[src/rtl/reaction_counter_if.sv]
// Command/result bundle between the reaction-timer main logic and the counter.
// Ports: CounterFlag, ErrorFlag from main logic; count, best-time and status back.
interface reaction_counter_if;
    logic [1:0]  CounterFlag;
    logic        ErrorFlag;
    logic [15:0] CountBCD;
    logic        Overflow;
    logic        Running;
    logic [15:0] BestBCD;
    logic        BestValid;
    logic        NewBest;

    // Main logic side: issues commands, reads results.
    modport master (
        output CounterFlag,
        output ErrorFlag,
        input  CountBCD,
        input  Overflow,
        input  Running,
        input  BestBCD,
        input  BestValid,
        input  NewBest
    );

    // Counter side: consumes commands, produces results.
    modport slave (
        input  CounterFlag,
        input  ErrorFlag,
        output CountBCD,
        output Overflow,
        output Running,
        output BestBCD,
        output BestValid,
        output NewBest
    );
endinterface

[src/rtl/reaction_counter.sv]
// Millisecond reaction-time counter: 4-digit BCD count, sticky overflow, best time.
// Ports: clk_50M, clear_n (async active-low), bus (slave modport of reaction_counter_if).
module reaction_counter #(
    parameter int TICK_DIV = 50000,
    parameter int CNT_W    = 16
) (
    input  logic               clk_50M,
    input  logic               clear_n,
    reaction_counter_if.slave  bus
);

    typedef enum logic [1:0] {
        IDLE = 2'd0,
        RUN  = 2'd1,
        HELD = 2'd2
    } state_t;

    localparam logic [CNT_W-1:0] PRESC_LAST = CNT_W'(TICK_DIV - 1);
    localparam logic [15:0]      BCD_MAX    = 16'h9999;

    state_t      state_q, state_d;
    logic [CNT_W-1:0] presc_q, presc_d;
    logic [15:0] count_q, count_d;
    logic        ovf_q, ovf_d;
    logic        run_q, run_d;
    logic [15:0] best_q, best_d;
    logic        bestv_q, bestv_d;
    logic        newbest_q, newbest_d;

    logic        f_clear, f_run, f_hold;
    logic        tick;
    logic        better;

    // Ripple-carry BCD increment over all four digits.
    function automatic logic [15:0] bcd_inc(input logic [15:0] v);
        logic [15:0] r;
        logic        c;
        r = v;
        c = 1'b1;
        for (int i = 0; i < 4; i++) begin
            if (c) begin
                if (r[i*4 +: 4] == 4'd9) begin
                    r[i*4 +: 4] = 4'd0;
                end else begin
                    r[i*4 +: 4] = r[i*4 +: 4] + 4'd1;
                    c = 1'b0;
                end
            end
        end
        return r;
    endfunction

    assign f_clear = (bus.CounterFlag == 2'b00);
    assign f_run   = (bus.CounterFlag == 2'b10);
    assign f_hold  = bus.CounterFlag[0];

    assign tick = (presc_q == PRESC_LAST);

    // Valid BCD orders the same as its raw binary image.
    assign better = !bestv_q || (count_q < best_q);

    always_comb begin
        state_d   = state_q;
        presc_d   = presc_q;
        count_d   = count_q;
        ovf_d     = ovf_q;
        best_d    = best_q;
        bestv_d   = bestv_q;
        newbest_d = 1'b0;

        unique case (1'b1)
            f_clear: begin
                state_d = IDLE;
                presc_d = '0;
                count_d = '0;
                ovf_d   = 1'b0;
            end
            f_run: begin
                if (state_q != RUN) begin
                    // Every RUN entry is a fresh attempt.
                    state_d = RUN;
                    presc_d = '0;
                    count_d = '0;
                    ovf_d   = 1'b0;
                end else if (tick) begin
                    presc_d = '0;
                    if (count_q == BCD_MAX) begin
                        ovf_d = 1'b1;
                    end else if (!ovf_q) begin
                        count_d = bcd_inc(count_q);
                    end
                end else begin
                    presc_d = presc_q + 1'b1;
                end
            end
            f_hold: begin
                if (state_q == RUN) begin
                    state_d = HELD;
                    if (!bus.ErrorFlag && !ovf_q && better) begin
                        best_d    = count_q;
                        bestv_d   = 1'b1;
                        newbest_d = 1'b1;
                    end
                end
            end
            default: ;
        endcase

        run_d = (state_d == RUN);
    end

    always_ff @(posedge clk_50M or negedge clear_n) begin
        if (!clear_n) begin
            state_q   <= IDLE;
            presc_q   <= '0;
            count_q   <= '0;
            ovf_q     <= 1'b0;
            run_q     <= 1'b0;
            best_q    <= '0;
            bestv_q   <= 1'b0;
            newbest_q <= 1'b0;
        end else begin
            state_q   <= state_d;
            presc_q   <= presc_d;
            count_q   <= count_d;
            ovf_q     <= ovf_d;
            run_q     <= run_d;
            best_q    <= best_d;
            bestv_q   <= bestv_d;
            newbest_q <= newbest_d;
        end
    end

    assign bus.CountBCD  = count_q;
    assign bus.Overflow  = ovf_q;
    assign bus.Running   = run_q;
    assign bus.BestBCD   = best_q;
    assign bus.BestValid = bestv_q;
    assign bus.NewBest   = newbest_q;

endmodule

[src/flat_wrapper.sv]
// flat-port wrapper written by rule: the top's interface ports become plain ports
module reaction_counter_flat 
#(
    parameter int TICK_DIV = 50000,
    parameter int CNT_W    = 16
)
  (clk_50M, clear_n, bus_CounterFlag, bus_ErrorFlag, bus_CountBCD, bus_Overflow, bus_Running, bus_BestBCD, bus_BestValid, bus_NewBest);
  reaction_counter_if bus_i ();
  input  logic clk_50M;
  input  logic clear_n;
  input wire logic [$bits(bus_i.CounterFlag)-1:0] bus_CounterFlag;
  input wire logic [$bits(bus_i.ErrorFlag)-1:0] bus_ErrorFlag;
  output wire logic [$bits(bus_i.CountBCD)-1:0] bus_CountBCD;
  output wire logic [$bits(bus_i.Overflow)-1:0] bus_Overflow;
  output wire logic [$bits(bus_i.Running)-1:0] bus_Running;
  output wire logic [$bits(bus_i.BestBCD)-1:0] bus_BestBCD;
  output wire logic [$bits(bus_i.BestValid)-1:0] bus_BestValid;
  output wire logic [$bits(bus_i.NewBest)-1:0] bus_NewBest;
  assign bus_i.CounterFlag = bus_CounterFlag;
  assign bus_i.ErrorFlag = bus_ErrorFlag;
  assign bus_CountBCD = bus_i.CountBCD;
  assign bus_Overflow = bus_i.Overflow;
  assign bus_Running = bus_i.Running;
  assign bus_BestBCD = bus_i.BestBCD;
  assign bus_BestValid = bus_i.BestValid;
  assign bus_NewBest = bus_i.NewBest;
  reaction_counter #(.TICK_DIV(TICK_DIV), .CNT_W(CNT_W)) u_core (.clk_50M(clk_50M), .clear_n(clear_n), .bus(bus_i));
endmodule
[config.mk]
export PLATFORM = sky130hd
export DESIGN_NAME = reaction_counter_flat
export DESIGN_NICKNAME = d
export VERILOG_FILES = /design/src/rtl/reaction_counter_if.sv /design/src/rtl/reaction_counter.sv /design/src/flat_wrapper.sv
export SDC_FILE = /design/constraint.sdc
export NUM_CORES = 1
export LEC_CHECK = 0
export CAP_MARGIN = 10
export CELL_PAD_IN_SITES_DETAIL_PLACEMENT = 0
export CELL_PAD_IN_SITES_GLOBAL_PLACEMENT = 1
export CORE_ASPECT_RATIO = 1.75
export CORE_MARGIN = 10
export CORE_UTILIZATION = 38
export CTS_CLUSTER_SIZE = 24
export DETAILED_ROUTE_END_ITERATION = 8
export PLACE_DENSITY = 0.85
export SLEW_MARGIN = 0
export SYNTH_ARGS = -nofsm -noshare
export SYNTH_HDL_FRONTEND = slang
export SYNTH_SLANG_ARGS = --single-unit
[constraint.sdc]
create_clock -name clk_50M -period 2.4 [get_ports clk_50M]
set_input_delay 0.72 -clock clk_50M [delete_from_list [all_inputs] [get_ports clk_50M]]
set_output_delay 0.72 -clock clk_50M [all_outputs]
set_load 0.05 [all_outputs]
==> out/results.tsv, run 1 <==
metric	value	unit
fp.dieArea	0.01208	mm²
share_seq_of_total_power	0.455	
synth.top_cells.by_count	54 x dfrtp_1, 34 x o21ai_0, 29 x nand2_1	
drt-total-wl	7.754	mm
ctsHtreeMaxLevel	2	
ys_warn_count	0	
final_critical_period	2344	ps
timing.clock.skew	5.909	ps
synth_largest_area_cell	dfrtp_1	
critical_path_source_type	flip-flop	
wire_per_inst	16.19	µm
drc	0	
drv_slew	0	
power.net_switching	0.0006373	W
final_instance_area	0.004009	mm²
slew_at_the_pin_closest_to_its_max_slew_limit	675.6	ps
cts_made_buffers	5	
outcome	finished, final reports clean	
n_antenna_cell	0	
antenna_found_initial	0	
gp_congestion	0.8135	
ys_seq_area_frac	0.4465	
cts.reportedPaths.clkPinSlew	70	ps
critical_path.n_buffers_inverters	1	
switching_share	0.2943	
grt_pass1_wl	12.88	mm
worst_r2r_startpoint	u_core.bus.BestBCD[2]$_DFFE_PN0P_	
setup-tns-final	0	ps
dr_total_vias	2572	
slew-limit-headroom	0.5455	
synth_largest_type_area_fraction	0.4465	
endpoint_of_the_most_critical_register_to_register_path	u_core.bus.BestBCD[3]$_DFFE_PN0P_	
design.portCount	41	
synth.most_common_cell	dfrtp_1	
cts_tree	done	
post_route_cells_drive_above_1_share	0.2159	
syn-cell-area	0.003027	mm²
ctsRootBufferMaster	clkbuf_16	
ratio_of_final_minimum_period_to_clock_period	0.9765	
share_clk_of_total_power	0.326	
pwr_density_cell	540.1	mW/mm²
syn-instance-count	311	
syn_to_final_growth	32.45	%
fin_ws	56.29	ps
grt_max_degree	33	
cp_num_cells	1	
cts-hold-fix-buffers	0	
sequential_cell_area	0.001365	mm²
synthesis.nets	340	
crit_path_end_kind	output pin	
max_freq	0.4267	GHz
share_of_async_settable_or_async_resettable_flops_after_synthesis	1.000	
groute.usage.overall	0.1288	
comb_power_share	0.219	
critPathMaxStageDelay	870	ps
place_worst_setup_slack	-255.2	ps
post_synth_num_cell_types	44	
cpMaxStageDelayCell	clkdlybuf4s50_1	
dpl-instance-area	0.003780	mm²
layout.nets	417	
synth_edf_count	0	
drtPass1Iterations	4	
ys_seq_elements	54	
r2r_setup_slack	130	ps
cp.arrival	1620	ps
floorplan.initialDensity	0.3853	
critical_path.endpoint	bus_CountBCD[14]	
drt_iter0_drc	126	
timing.critical_path.cells	clkdlybuf4s50_1	
critical_path.startpoint	u_core.bus.CountBCD[14]$_DFFE_PN0P_	
internal-power	0.001528	W
syn_avg_cell_area	9.732	µm²
fp.coreArea	0.007855	mm²
numPortBuffers	40	
antenna_viol_nets_final	0	
cp.required	1680	ps
synth_top_cells_by_area	dfrtp_1 45%, ha_1 9.9%, o21ai_0 5.6%	
yosys_most_used_dff	dfrtp_1	
combined_area_of_the_multi_input_logic_cells	0.001574	mm²
crit_family	buffers and inverters	
hold_viol_final	0	
grt_residual_overflow	0	
drv.max_cap_violation_count	0	
timing.reg2reg.worst_path_depth	10	
totalPowerFinal	0.002165	W
timing.critical_path.fanout_max	7	
floorplan.die.height	138.1	µm
layout.filler_cells	722	
power.static_leakage	1.834	nW
class_of_the_most_critical_hold_timing_path	input port to asynchronous set/reset pin	
final-setup-viol-count	0	
clock_path_buffers	2	
clock_latency_of_the_later_clocked_register_in_the_worst_skew_pair	290	ps
die_width	87.47	µm
via_per_inst	5.370	
core.rowCount	43	
grt_pass1_vias	2624	
cts_sinks	54	
post-route-util	0.5104	
hpwlAfterDp	5.980	mm
maximum_vdd_ir_drop	369.0	µV
worstSetupPathType	flip-flop to output pin	
worst min-delay path by stage:
stage                                         endpoint                           from  slack, ps  cells after the start
detailed placement       u_core.presc_q[9]$_DFFE_PN0P_  u_core.presc_q[9]$_DFFE_PN0P_        510                      1
CTS                 u_core.bus.CountBCD[7]$_DFFE_PN0P_                        clear_n        380                      1
floorplan            u_core.bus.BestBCD[0]$_DFFE_PN0P_                        clear_n        420                      0
global route         u_core.bus.BestBCD[7]$_DFFE_PN0P_                        clear_n        400                      1
global placement         u_core.presc_q[9]$_DFFE_PN0P_  u_core.presc_q[9]$_DFFE_PN0P_        500                      1
finish               u_core.bus.BestBCD[7]$_DFFE_PN0P_                        clear_n        370                      1
kinds of logic after synthesis:
| kind of cell | Yosys count | synth area share |
|---|---|---|
| buf+inv | 33 | 0.04464 |
| simple gates | 113 | 0.1980 |
| flops | 54 | 0.4465 |
| fa+ha+maj | 24 | 0.09922 |
| xor+xnor | 2 | 0.005789 |
| compound gates | 64 | 0.1302 |
| mux | 21 | 0.07565 |
area by class of cell:
type | count | share of cell area
repair buffers | 78 | 0.1813
flip-flops and latches | 54 | 0.3405
well taps | 90 | 0.02809
inverters | 25 | 0.02341
clock buffers | 8 | 0.03402
multi-input cells | 224 | 0.3926
sequential cells by signal, summed over array words and instances (netlist names):
register,flops
u_core.bus.BestBCD,16
u_core.bus.BestValid,1
u_core.bus.CountBCD,16
u_core.bus.NewBest,1
u_core.bus.Overflow,1
u_core.bus.Running,1
u_core.presc_q,16
u_core.state_q,2
timing repair:
item,in CTS,in global routing
gates cloned,0,1
resized for setup,1,10
setup endpoints to repair,3,26
buffers inserted,0,3
pin swaps,0,3
cells in the final DEF, fill, tap and decap left out, drive strengths merged, types with 5 or more instances in the layout:
master and n:
dfrtp 54, inv 25, clkbuf 9, nand3b 7
a21oi 6, mux2 15, nand2b 5, ha 24
nand2 29, nand3 11, clkdlybuf4s50 33, and3 6
nor2 24, mux2i 6, nor4 6, nor3 6
o21ai 34, buf 41
layer usage:
layer,track usage,routed length (µm),vias up
met3,0.03000,314,10
met5,0,0,-
met1,0.1359,2853,1261
li1,-,-,1262
met2,0.2350,4445,39
met4,0.04469,142,0
worst register-to-register path: stages, from the launching register on:
cell	delay (ps)
dfrtp_2	370
inv_1	50
ha_1	300
a211oi_1	250
o21ai_0	150
a41oi_2	230
nor4_2	70
o22ai_2	130
buf_4	160
buf_12	120
mux2_2	330
metrics by stage:
step | std cells | hold slack [ps]
global route | 479 | 396.6
floorplan | 311 | 424.4
detailed placement | 467 | 509.4
finish | 479 | 372.6
CTS | 475 | 383.6
global placement | 467 | 500.0
power by group through the flow:
stage / clock network [W] / logic [W] / registers (W)
2_1_floorplan: 0 / 0.000148 / 0.00112
3_3_place_gp: 0 / 0.000445 / 0.00100
3_5_place_dp: 0 / 0.000452 / 0.00100
4_1_cts: 0.000725 / 0.000460 / 0.000985
5_1_grt: 0.000765 / 0.000515 / 0.000992
6_report: 0.000706 / 0.000474 / 0.000985
Power figures use the tool's default switching activity.
==> run 2: changes to the inputs <==
--- a/config.mk
+++ b/config.mk
@@ -11,6 +11,7 @@
 export CORE_ASPECT_RATIO = 1.75
 export CORE_MARGIN = 10
 export CORE_UTILIZATION = 38
+export CTS_CLUSTER_DIAMETER = 120
 export CTS_CLUSTER_SIZE = 24
 export DETAILED_ROUTE_END_ITERATION = 8
 export PLACE_DENSITY = 0.85
==> results of run 2 <==
Final layout, timing and power as in run 1 (identical DEF).
